<file path="src/rtl/forward_ctrl.sv">
// forward_ctrl: EX/MEM forwarding selects and load-use stall FSM for a 5-stage pipeline.
// Define FWD_STALL_STATS_EN to build the saturating stall_count counter.
module forward_ctrl (
   input  logic        clk,
   input  logic        reset,
   input  logic        id_valid,
   input  logic [4:0]  id_rn,
   input  logic [4:0]  id_rm,
   input  logic [4:0]  id_rd,
   input  logic        id_regwrite,
   input  logic        id_memread,
   input  logic        flush,
   output logic [1:0]  fwd_a_sel,
   output logic [1:0]  fwd_b_sel,
   output logic        stall,
   output logic        pc_write,
   output logic        ifid_write,
   output logic [31:0] stall_count
);
   typedef enum logic {RUN, STALL} state_t;
   state_t     r_state;
   logic       r_ex_v, r_ex_rw, r_ex_mr, r_mem_v, r_mem_rw;
   logic [4:0] r_ex_rd, r_mem_rd;
   logic       w_ex_wr, w_mem_wr, w_hazard, w_issue;
   assign w_ex_wr  = r_ex_v & r_ex_rw & (r_ex_rd != 5'd31);
   assign w_mem_wr = r_mem_v & r_mem_rw & (r_mem_rd != 5'd31);
   assign w_hazard = (r_state == RUN) & ~flush & id_valid & w_ex_wr & r_ex_mr &
                     ((id_rn == r_ex_rd) | (id_rm == r_ex_rd));
   assign w_issue  = id_valid & ~flush & ~w_hazard;
   function automatic logic [1:0] f_sel(input logic [4:0] r);
      return (r == 5'd31) ? 2'b00 :
             (w_ex_wr && r == r_ex_rd) ? 2'b01 :
             (w_mem_wr && r == r_mem_rd) ? 2'b10 : 2'b00;
   endfunction
   // The hazard edge inserts the bubble; the held ID instruction issues on the STALL edge.
   always_ff @(posedge clk) begin
      if (reset) begin
         r_state    <= RUN;
         r_ex_v     <= 1'b0;
         r_ex_rw    <= 1'b0;
         r_ex_mr    <= 1'b0;
         r_ex_rd    <= 5'd0;
         r_mem_v    <= 1'b0;
         r_mem_rw   <= 1'b0;
         r_mem_rd   <= 5'd0;
         fwd_a_sel  <= 2'b00;
         fwd_b_sel  <= 2'b00;
         stall      <= 1'b0;
         pc_write   <= 1'b1;
         ifid_write <= 1'b1;
      end else begin
         r_state    <= w_hazard ? STALL : RUN;
         r_mem_v    <= r_ex_v;
         r_mem_rw   <= r_ex_rw;
         r_mem_rd   <= r_ex_rd;
         r_ex_v     <= w_issue;
         r_ex_rw    <= id_regwrite;
         r_ex_mr    <= id_memread;
         r_ex_rd    <= id_rd;
         fwd_a_sel  <= w_issue ? f_sel(id_rn) : 2'b00;
         fwd_b_sel  <= w_issue ? f_sel(id_rm) : 2'b00;
         stall      <= w_hazard;
         pc_write   <= ~w_hazard;
         ifid_write <= ~w_hazard;
      end
   end
`ifdef FWD_STALL_STATS_EN
   logic [31:0] r_stall_count;
   always_ff @(posedge clk) begin
      if (reset) r_stall_count <= '0;
      else if (r_state == STALL && r_stall_count != 32'hFFFF_FFFF) r_stall_count <= r_stall_count + 32'd1;
   end
   assign stall_count = r_stall_count;
`else
   assign stall_count = '0;
`endif
endmodule

</file>
<file path="config.mk">
export PLATFORM = sky130hd
export DESIGN_NAME = forward_ctrl
export DESIGN_NICKNAME = d
export VERILOG_FILES = /design/src/rtl/forward_ctrl.sv
export SDC_FILE = /design/constraint.sdc
export NUM_CORES = 1
export LEC_CHECK = 0
export ABC_AREA = 1
export CAP_MARGIN = 20
export CORE_ASPECT_RATIO = 0.9
export CORE_MARGIN = 1.5
export CORE_UTILIZATION = 55
export CTS_BUF_LIST = sky130_fd_sc_hd__clkbuf_8 sky130_fd_sc_hd__clkbuf_16
export DETAILED_ROUTE_END_ITERATION = 10
export DONT_BUFFER_PORTS = 1
export PLACE_DENSITY = 0.8
export SYNTH_ARGS = -nofsm -noshare
export SYNTH_HDL_FRONTEND = slang
export SYNTH_SLANG_ARGS = --single-unit
</file>
<file path="constraint.sdc">
create_clock -name clk -period 1.5 [get_ports clk]
set_input_delay 0.15 -clock clk [delete_from_list [all_inputs] [get_ports clk]]
set_output_delay 0.15 -clock clk [all_outputs]
set_load 0.005 [all_outputs]
</file>
* After elaboration in Yosys (flattened, before gate mapping) *
Cells that the tools add are included.

cells by class
  eq/ne operators = 8
  bitwise gates (word level) = 16
  muxes and demuxes = 5
  reductions and logical operators = 8

operators by type and width
  operator                                     number
  equality test 5 bit                          4
  AND 1 bit                                    11
  equality test 5 bit (second input constant)  2
  != test 5 bit (second input constant)        2
  OR reduction 4 bit                           2
  OR reduction 3 bit                           2
  logical AND 1 bit                            4
  2-to-1 mux 2 bit                             2
  inverter 1 bit                               4
  2-to-1 mux 1 bit                             3
  OR 1 bit                                     1

storage, ports and cells
  input bits = 21
  register bits = 22
  logic and storage cells = 51

* Depth between registers and ports, before layout *
Gate-level depths: netlist of run 1.

  depth after elaboration = 10
  mapped depth = 9
  depth with buffers taken out = 9

* Worst setup path before layout of run 1 *
OpenSTA, ideal clock, no wires.

  path kind = reg2reg
  from = register r_ex_rd[2]
  to = register fwd_a_sel[0]
  setup slack = 0.450 ns
  data arrival time = 0.935 ns
  buffers on the path = 0
  cell stages (with the launch flop) = 10
  period minus slack after synthesis = 1.050 ns
  data required time = 1.386 ns
  cells stage by stage = dfxtp_1 > inv_2 > nand2_1 > nand2_1 > nor2_2 > nand3_1 > nand2_1 > nand2_2 > nand3_1 > nor2_1

on the way
  word-level cells in the longest chain between the ends = 9
  elaborated cells between the ends (all ways) = 14
  classes of those cells = eq/ne: 3; mux: 1; bitwise: 8; reduce/logical: 2

RTL lines
  element                       line  source
  from (decl)                   23    logic [4:0] r_ex_rd, r_mem_rd;
  from (signal assigned)        59    r_ex_rd <= id_rd;
  != test 5 bit                 25    assign w_ex_wr = r_ex_v & r_ex_rw & (r_ex_rd != 5'd31);
  AND 1 bit                     25
  AND 1 bit (3 in series)       27    assign w_hazard = (r_state == RUN) & ~flush & id_valid & w_ex_wr & r_ex_mr &
  inverter 1 bit                29    assign w_issue = id_valid & ~flush & ~w_hazard;
  AND 1 bit                     29
  inverter 1 bit (no line)      -
  OR reduction 3 bit (no line)  -
  to (signal assigned)          60    fwd_a_sel <= w_issue ? f_sel(id_rn) : 2'b00;
  to (decl)                     13    output logic [1:0] fwd_a_sel,

Several ways; a longest one is shown, not always the timed one.
A chain may end at the register's enable or synchronous reset.

* Final worst setup path of run 1 *
  from = register r_ex_rd[3]
  to = register fwd_b_sel[0]

on the way
  word-level cells in the longest chain between the ends = 9
  elaborated cells between the ends (all ways) = 14
  classes of those cells = eq/ne: 3; mux: 1; bitwise: 8; reduce/logical: 2

RTL lines
  element                       line  source
  != test 5 bit                 25
  AND 1 bit                     25
  AND 1 bit (3 in series)       27
  inverter 1 bit                29
  AND 1 bit                     29
  inverter 1 bit (no line)      -
  OR reduction 3 bit (no line)  -
  to (signal assigned)          61    fwd_b_sel <= w_issue ? f_sel(id_rm) : 2'b00;
  to (decl)                     14    output logic [1:0] fwd_b_sel,

Several ways; a longest one is shown, not always the timed one.

==> results.md, run 1 <==
- Hold crit path type: primary input to flop
- Post-CTS Hold Fix Bufs: 8
- FP Rows: 16
- Crit end category: flop
- WHS Path Cells: 3
- VDD IR-drop max: 0.000687 V
- Top cells by area, synth: dfxtp_1, buf_4, nand2_1
- Critical Path Fanout Max: 4
- Drt total wl: 2.14 mm
- Leak: 0.625 nW
- Synth Instances: 178
- CP bufs+invs: 1
- Final Non-Filler Cells: 213
- Design Area, Final: 1280 sq um
- IO buf count: 0
- Wirelength per Cell: 10.0 um
- Top cell by count, worst path: nand2_1
- Top delay family on crit path: simple AND/OR/NAND/NOR gates
- Max_slew headroom: 60.6%
- Synth Area in Compound Gates: 0.889%
- Worst-margin pin slew: 590 ps
- Cell Chain, Critical Path: inv_2, nand2_1, nand2_1, nor2_2, nand3_1, nand2_1, nand2_2, nand3_1, nor2_1
- DRT Pass-1 Iters: 4
- CTS Sinks: 21
- Initial antenna violation count: 0
- Die Span Y: 48.5 um
- Worst Hold Slack: 64.0 ps
- Share of post-route cells with drive strength above 1: 9.14%
- Seq. cell area: 420 sq um
- HPWL Detailed: 1.74 mm
- Flop pwr share: 54.2%
- Mux cell area share after synthesis: 0%
- Total negative slack: 0 ps
- Routed Antenna Nets: 0
- Clk root buf: clkbuf_8
- Area of the core: 2180 sq um
- Area grow syn2layout: 1.09%
- Slowest-stage cell, CP: dfxtp_1
- RSZ-0062 raised after global routing: no
- Clock power frac: 32.5%
- Global-route wire length before repair: 3.51 mm
- Tmin final: 1240 ps
- Clock latency on the worst-skew pair: 260 ps
- Final #Nets: 208
- DRC viols: 0
- Critical path depth: 9
- Int Pwr: 823 uW
- P_sw: 273 uW
- GRT Util Overall: 18.3%
- Fin. max-slew vios: 0
- Post-synthesis xor/xnor area fraction: 8.30%
- Synth cell count leaders: nand2_1, buf_4, inv_1
- Footprint of the multi-input gates: 598 sq um
- Placed cell area: 1150 sq um
- Reg clk slew, reported paths: 70 ps
- Vias/cell: 4.39
- Skew final: 4.99 ps
- R2R depth: 9
- DRT iter0 DRCs: 17
- Sw frac: 24.9%
- Critical Path AT: 1390 ps
- Resize count post-CTS: 0
- TritonCTS clock tree: yes
- Largest family of logic cells by synthesized area: buffers and inverters
- Final hold vios: 0
- # Max-Cap Violations: 0
- PwrDens: 856 nW/um^2
- Worst Setup Path Type: flop to flop
- Mapped Area: 1270 sq um
- Synth async-reset ratio: 0%
- Post-synthesis simple-gate area fraction: 28.6%
- Fill cells: 213
- Yosys synthesis warning count: 0
- Post-synth top area cell: dfxtp_1
- EDFF count, synth: 0
- Bufs on Longest Clock Path: 2
- Register bit total from synthesis: 21
- Unique cell type count in the Yosys netlist: 19
- Number of global-route vias before repair: 869
- Vias: 936
- Final Cycle Share: 82.5%
- CP peak stage delay: 430 ps
- Initial Util: 58.0%
- Area share of the largest cell type after synthesis: 33.2%
- RD Place Congestion: 0.944
- CTS Buf Count: 3
- Die W: 53.6 um
- Fmax: 809 MHz
- CTS H-tree lvls: 1
- Seq/Total Area, Yosys: 33.2%
- Final Setup Violations: 0
- Ant. Diodes: 0
- Post-CTS setup buffer count: 0
- Pin count of the biggest net entering global routing: 17
- Status: finished, final reports clean
- Ys flop type: dfxtp_1
- Logic pwr share: 13.3%
- # IOs: 60
- Synthesized area per cell: 7.11 sq um
- Post-synthesis adder-cell area fraction: 0%
- Global route overflow: 0
- Dpl cells: 201
- Die area: 2600 sq um
- Critical path launch point type: flop
- Worst path required time: 1650 ps
- Most frequent cell after synthesis: nand2_1
[area by class of cell]
type	instances	area share (%)
Sequential cell	21	32.8
Clock buffer	3	3.23
Multi-Input combinational cell	126	46.7
Timing Repair Buffer	8	6.26
Clock inverter	1	0.391
Inverter	27	7.92
Tap cell	27	2.64
[tightest hold or removal path, cell delays in order]
cell and delay (ps):
nor2_1 40, nand2_1 60, nor2_1 40
[per-stage QoR]
| step | power, mW | setup WS, ps | utilization (%) |
|---|---|---|---|
| 2_1_floorplan | 0.778 | 450 | - |
| 3_3_place_gp | 0.724 | 339 | 52.9 |
| 3_5_place_dp | 0.729 | 289 | 52.9 |
| 4_1_cts | 1.10 | 269 | 58.7 |
| 5_1_grt | 1.16 | 131 | 58.7 |
| 6_report | 1.10 | 263 | 58.7 |
[layer usage]
layer	up-vias	wire length [um]	global-route usage, %
met1	416	906	21.0
met2	38	1070	31.1
met3	4	140	4.94
met4	0	19	7.69
met5	-	0	0
li1	478	-	-
[power by group through the flow]
stage / clock network (mW) / registers (mW) / logic (mW)
2_1_floorplan: 0 / 0.602 / 0.176
3_3_place_gp: 0 / 0.605 / 0.119
3_5_place_dp: 0 / 0.607 / 0.122
4_1_cts: 0.365 / 0.593 / 0.145
5_1_grt: 0.393 / 0.597 / 0.169
6_report: 0.356 / 0.594 / 0.146
[sequential cells by signal, summed over array words and instances, names as in the netlist]
name        count
r_ex_rd         5
r_mem_rd        5
fwd_a_sel       2
fwd_b_sel       2
ifid_write      1
r_ex_mr         1
r_ex_rw         1
r_ex_v          1
r_mem_rw        1
r_mem_v         1
stall           1
[cells in the final DEF, fill, tap and decap left out]
cell type	count
nor3_1	5
dlygate4sd3_1	8
nand4_1	3
clkbuf_8	3
nand2_1	35
nor2_1	21
nand2_2	1
nor2_2	5
conb_1	32
dfxtp_1	21
clkinv_2	1
inv_1	22
xnor2_1	12
nand3b_1	1
inv_2	4
nand3_1	8
o21bai_2	1
nor2_4	2
clkinv_1	1
[cell families (layout without fill, tap and decap cells)]
group | Yosys count | count (layout)
simple gates | 81 | 81
buf+inv | 62 | 39
flops | 21 | 21
xor+xnor | 12 | 12
other cells | 1 | 32
compound gates | 1 | 1
[final timing paths]
| path | start | endpoint | slack, ps |
|---|---|---|---|
| hold reg to reg | r_ex_rw | r_mem_rw | 430 |
| setup reg to reg | r_ex_rd[3] | fwd_b_sel[0] | 260 |
| setup / recovery | r_ex_rd[3] | fwd_b_sel[0] | 260 |
| hold / removal | flush | r_ex_v | 60 |
(Power assumes the default switching activity.)
==> inputs of run 2 (changes only) <==
--- a/config.mk
+++ b/config.mk
@@ -13,7 +13,7 @@
 export CTS_BUF_LIST = sky130_fd_sc_hd__clkbuf_8 sky130_fd_sc_hd__clkbuf_16
 export DETAILED_ROUTE_END_ITERATION = 10
 export DONT_BUFFER_PORTS = 1
-export PLACE_DENSITY = 0.8
+export PLACE_DENSITY = 0.83
 export SYNTH_ARGS = -nofsm -noshare
 export SYNTH_HDL_FRONTEND = slang
 export SYNTH_SLANG_ARGS = --single-unit
==> constraint.sdc (replaced) <==
create_clock -name clk -period 1.05 [get_ports clk]
set_input_delay 0.105 -clock clk [delete_from_list [all_inputs] [get_ports clk]]
set_output_delay 0.105 -clock clk [all_outputs]
set_load 0.005 [all_outputs]
==> run 2 against run 1 <==
Compared with the run above: critical path depth shrank 2; the flow now finishes with violations (hold timing, setup timing); power grew 47%; die area is the same; final cell count grew 1.4%; clock-buffer cell count is the same; clock power grew 53%; final area grew 5.8%; first-iteration DRC count is the same; sequential cell count is the same; critical path type unchanged; largest cell class unchanged; via count grew 0.96%; worst hold slack lost 160 ps.
==> results.md, run 2 (synthesis gave the netlist of run 1 again) <==
- Die W: 53.6 um
- Worst Setup Path Type: flop to flop
- CTS Sinks: 21
- Global route overflow: 0
- # IOs: 60
- Drt total wl: 2.29 mm
- RSZ-0062 raised after global routing: yes
- Initial Util: 58.0%
- Final #Nets: 211
- HPWL Detailed: 1.72 mm
- Status: finished, violations left
- Footprint of the multi-input gates: 638 sq um
- Final WS setup: -124 ps
- Tot Pwr: 1.61 mW
- CP peak stage delay: 320 ps
- RD Place Congestion: 0.922
- Final Setup Violations: 7
- Critical Path AT: 1340 ps
- Number of global-route vias before repair: 889
- Critical Path Fanout Max: 4
- Clk root buf: clkbuf_8
- Commonest non-fill, non-tap cell in the layout: nand2_1
- Worst Min Path Start: reset
- # Max-Cap Violations: 0
- IO buf count: 0
- Seq. cell area: 432 sq um
- TritonCTS clock tree: yes
- Pin count of the biggest net entering global routing: 18
- Share of post-route cells with drive strength above 1: 16.9%
- Cell Chain, Critical Path: buf_4, xnor2_2, nand3_1, nand2_2, nand2_4, nand3_2, nor2_1
- CTS H-tree lvls: 1
- Routed Antenna Nets: 0
- PwrDens: 1190 nW/um^2
- Final Cycle Share: 112%
- Ant. Diodes: 0
- Biggest regs: r_ex_rd: 5 flops, r_mem_rd: 5 flops
- Failing checks: hold timing, setup timing
- CTS Buf Count: 3
- Clock latency on the worst-skew pair: 260 ps
- Leak: 0.675 nW
- GRT Util Overall: 20.0%
- Hold crit path type: primary input to flop
- Wirelength per Cell: 10.6 um
- Area of the core: 2180 sq um
- Crit end category: flop
- DRT iter0 DRCs: 17
- FP Rows: 16
- Skew final: 1.75 ps
- Fill cells: 207
- Worst R2R Start: r_ex_rd[4]
- Global-route wire length before repair: 3.73 mm
- Fmax: 852 MHz
- Initial antenna violation count: 0
- Worst path required time: 1210 ps
- VDD IR-drop max: 0.00122 V
- Fin. max-slew vios: 0
- Vias: 945
- Worst setup startpoint: r_ex_rd[4]
- Most frequent cells in the layout: nand2_1, conb_1, inv_1, nor2_1, dfxtp_1
- Tmin final: 1170 ps
- Dpl ws: -134 ps
- Area grow syn2layout: 6.92%
- Die Span Y: 48.5 um
- Bufs on Longest Clock Path: 2
- Die area: 2600 sq um
- Worst Hold Slack: -101 ps
- DRC viols: 0
- Reg clk slew, reported paths: 80 ps
- Vias/cell: 4.38
- DRT Pass-1 Iters: 4
- Critical path launch point type: flop
- Final hold vios: 10
- Post-CTS Hold Fix Bufs: 8
- Slowest-stage cell, CP: dfxtp_1
[run 2: critical path, delay by kind of cell, from the launching register on]
family,cells,cell delay [ps]
buffers and inverters,1,160
and+or+nand+nor,5,410
DFF,1,320
xor gates and xnor gates,1,180
[run 2: routing by layer]
metal	wire (um)	up-vias	global-route usage, %
met5	0	-	0
met4	27	0	7.69
met3	142	4	6.48
met2	1160	33	32.1
met1	967	426	24.3
li1	-	482	-
[run 2: area by class of cell]
cell class                 instances  share of cell area, %
timing repair buffer              11                   7.39
tap                               27                   2.50
inverter                          27                   7.49
multi-input combinational        126                   47.1
clock buffer                       3                   3.05
clock inverter                     1                  0.555
sequential                        21                   31.9
[run 2: final timing paths]
path	to	slack (ps)	depth (start not counted)
max	fwd_b_sel[0]	-120	7
min	r_mem_rd[3]	-100	1
max reg2reg	fwd_b_sel[0]	-120	7
min reg2reg	r_mem_rw	430	2
[run 2: report_power, final]
part	total (mW)	leakage [nW]	switching, mW	internal (mW)
clock network	0.543	0.0217	0.274	0.268
logic	0.221	0.479	0.118	0.103
registers	0.846	0.174	0.0248	0.821
total	1.61	0.675	0.417	1.19
[run 2: through the flow]
stage	cells	util, %	instance area (sq um)	TNS (ps)
floorplan	209	-	1380	0
global placement	205	54.2	1180	-584
detailed placement	205	54.2	1180	-782
CTS	217	61.1	1330	-559
global route	216	62.0	1350	-1240
finish	216	62.0	1350	-741
[run 2: timing repair]
action | 4_1_cts | 5_1_grt
pin swaps | 1 | 2
cloned | 0 | 0
gates resized for setup | 6 | 9
endpoints found under the hold margin | 17 | 10
setup buffers | 0 | 0
endpoints found under the setup margin | 7 | 8
==> inputs of run 3 (changes only) <==
--- a/config.mk
+++ b/config.mk
@@ -13,7 +13,8 @@
 export CTS_BUF_LIST = sky130_fd_sc_hd__clkbuf_8 sky130_fd_sc_hd__clkbuf_16
 export DETAILED_ROUTE_END_ITERATION = 10
 export DONT_BUFFER_PORTS = 1
-export PLACE_DENSITY = 0.83
+export HOLD_SLACK_MARGIN = 0.12
+export PLACE_DENSITY = 0.8
 export SYNTH_ARGS = -nofsm -noshare
 export SYNTH_HDL_FRONTEND = slang
 export SYNTH_SLANG_ARGS = --single-unit
==> constraint.sdc (replaced) <==
create_clock -name clk -period 1.1 [get_ports clk]
set_input_delay 0.11 -clock clk [delete_from_list [all_inputs] [get_ports clk]]
set_output_delay 0.11 -clock clk [all_outputs]
set_load 0.005 [all_outputs]
==> run 3 against run 2 <==
Compared with the run above: worst hold slack improved by 4.0 ps; register-to-register slack about the same; via count up 9.2%; worst setup slack improved by 14 ps; largest power group unchanged; final cell count up 3.7%; the run still ends with hold timing, setup timing left; critical path type unchanged; routed wire length grew 21%; sequential cell count stayed put; largest cell class unchanged; highest routed layer unchanged; critical endpoint is now ifid_write.
==> results.md, run 3 (synthesis gave the netlist of run 1 again) <==
- Status: finished, violations left
- Failing checks: hold timing, setup timing
- Share of post-route cells with drive strength above 1: 19.3%
- DRT Pass-1 Iters: 6
- Final #Nets: 219
- Cell Chain, Critical Path: nand2_2, clkinv_1, nor2_2, nor2_2, nand3_2, nand2_2, nand2_4, nor2_4, inv_1
- PwrDens: 1080 nW/um^2
- Clk root buf: clkbuf_8
- Most frequent cells in the layout: conb_1, nand2_1, inv_1, nor2_1, dfxtp_1
- Worst Setup Path Type: flop to flop
- CTS H-tree lvls: 1
- RD Place Congestion: 0.942
- R2R Path End: ifid_write
- Final Cycle Share: 110%
- Tmin final: 1210 ps
- Fill cells: 173
- RSZ-0062 raised after global routing: yes
- Skew final: 2.08 ps
- Total negative slack: -596 ps
- DRT iter0 DRCs: 26
- GRT Util Overall: 20.3%
- WHS Path Cells: 1
- Initial antenna violation count: 0
- Worst reg-to-reg setup slack: -110 ps
- Fin. max-slew vios: 0
- Vias/cell: 4.61
- Critical Path Fanout Max: 5
- # IOs: 60
- HPWL Detailed: 1.75 mm
- Vias: 1032
- R2R depth: 9
- Final WS setup: -111 ps
- Area of the core: 2180 sq um
- GRT busiest layer: met2
- Routed Antenna Nets: 0
- Die area: 2600 sq um
- Worst path required time: 1270 ps
- CTS Buf Count: 3
- Worst Min Path Start: reset
- Global route overflow: 0
- Wirelength per Cell: 12.4 um
- Fmax: 826 MHz
- Ant. Diodes: 0
- Commonest non-fill, non-tap cell in the layout: conb_1
- Drt total wl: 2.77 mm
- Met1 Use GR: 23.2%
- Worst Hold Slack: -97.0 ps
- FP Rows: 16
- Critical path launch point type: flop
- Clock latency on the worst-skew pair: 260 ps
- # Max-Cap Violations: 0
- Global-route wire length before repair: 3.88 mm
- Pin count of the biggest net entering global routing: 18
- Die W: 53.6 um
- Slowest-stage cell, CP: dfxtp_4
- CTS Sinks: 21
- IO buf count: 0
- Leak: 0.727 nW
- Initial Util: 58.0%
- GR Layer Usage met3: 6.17%
- Hold crit path type: primary input to flop
- Number of global-route vias before repair: 950
- Hold endpoint: stall
- CP peak stage delay: 410 ps
- Critical Path AT: 1380 ps
- TritonCTS clock tree: yes
- VDD IR-drop max: 0.00104 V
- Final Setup Violations: 7
- Area grow syn2layout: 16.1%
- DRC viols: 0
- Reg clk slew, reported paths: 80 ps
- Worst R2R Start: r_ex_rd[0]
- Tot Pwr: 1.58 mW
- Die Span Y: 48.5 um
- Final hold vios: 8
- Crit end category: flop
- Biggest regs: r_ex_rd: 5 flops, r_mem_rd: 5 flops
- Bufs on Longest Clock Path: 2
- GR met2 Demand/Resource: 31.9%
==> run 3: changes by cell type in the layout (fill, tap and decap cells not counted), moves of 2 or more <==
cell           delta
inv_4             +3
nand2_2           +3
nor2_4            +2
buf_4             +2
inv_2             -2
nand2_1           -3
dlygate4sd3_1     +6
dfxtp_2           -2
==> run 3: worst max-delay path: cells and delay by family (launching register included) <==
kind	cells	cell delay (ps)
flip-flops	1	410
buffers and inverters	2	90
AND/OR/NAND/NOR	7	620
==> run 3: worst max path at each step <==
stage	start	end	depth (start not counted)
after floorplan	r_ex_rd[2]	fwd_b_sel[0]	9
final	r_ex_rd[0]	ifid_write	9
after global placement	r_ex_rd[3]	ifid_write	9
after global routing	r_ex_rd[3]	ifid_write	9
after CTS	r_ex_rd[2]	fwd_a_sel[0]	9
after detailed placement	r_ex_rd[0]	fwd_a_sel[0]	9
==> run 3: what timing repair did <==
| item | CTS | global route |
|---|---|---|
| pin swaps | 1 | 12 |
| endpoints found under the hold margin | 21 | 12 |
| setup buffers | 1 | 4 |
| gates resized for setup | 8 | 19 |
| endpoints found under the setup margin | 7 | 9 |
| hold buffers | 12 | 3 |
==> run 3: metal layers <==
metal	wire, um	part of all wire, %
met1	1120	40
met2	1460	53
met3	138	5.0
met4	51	1.8
met5	0	0
==> run 3: where the power goes <==
part           internal, mW  switching (mW)
clock network         0.249           0.255
registers             0.782          0.0275
logic                 0.129           0.139
==> run 3: final cells by class <==
| class | count | area (sq um) | area share (%) |
|---|---|---|---|
| Multi-Input combinational cell | 126 | 674 | 45.9 |
| Sequential cell | 21 | 433 | 29.4 |
| Clock inverter | 1 | 3.75 | 0.255 |
| Clock buffer | 3 | 41.3 | 2.81 |
| Timing Repair Buffer | 19 | 175 | 11.9 |
| Inverter | 27 | 109 | 7.40 |
| Tap cell | 27 | 33.8 | 2.30 |
==> run 3: metrics by stage <==
stage          util (%)  cells  setup slack, ps  area, sq um  hold slack [ps]
2_1_floorplan         -    209             50.3         1380              217
3_3_place_gp       53.2    202            -63.9         1160              182
3_5_place_dp       53.2    202            -86.6         1160              185
4_1_cts            62.3    219            -28.3         1360            -90.8
5_1_grt            67.4    224             -198         1470             -103
6_report           67.4    224             -111         1470            -97.0
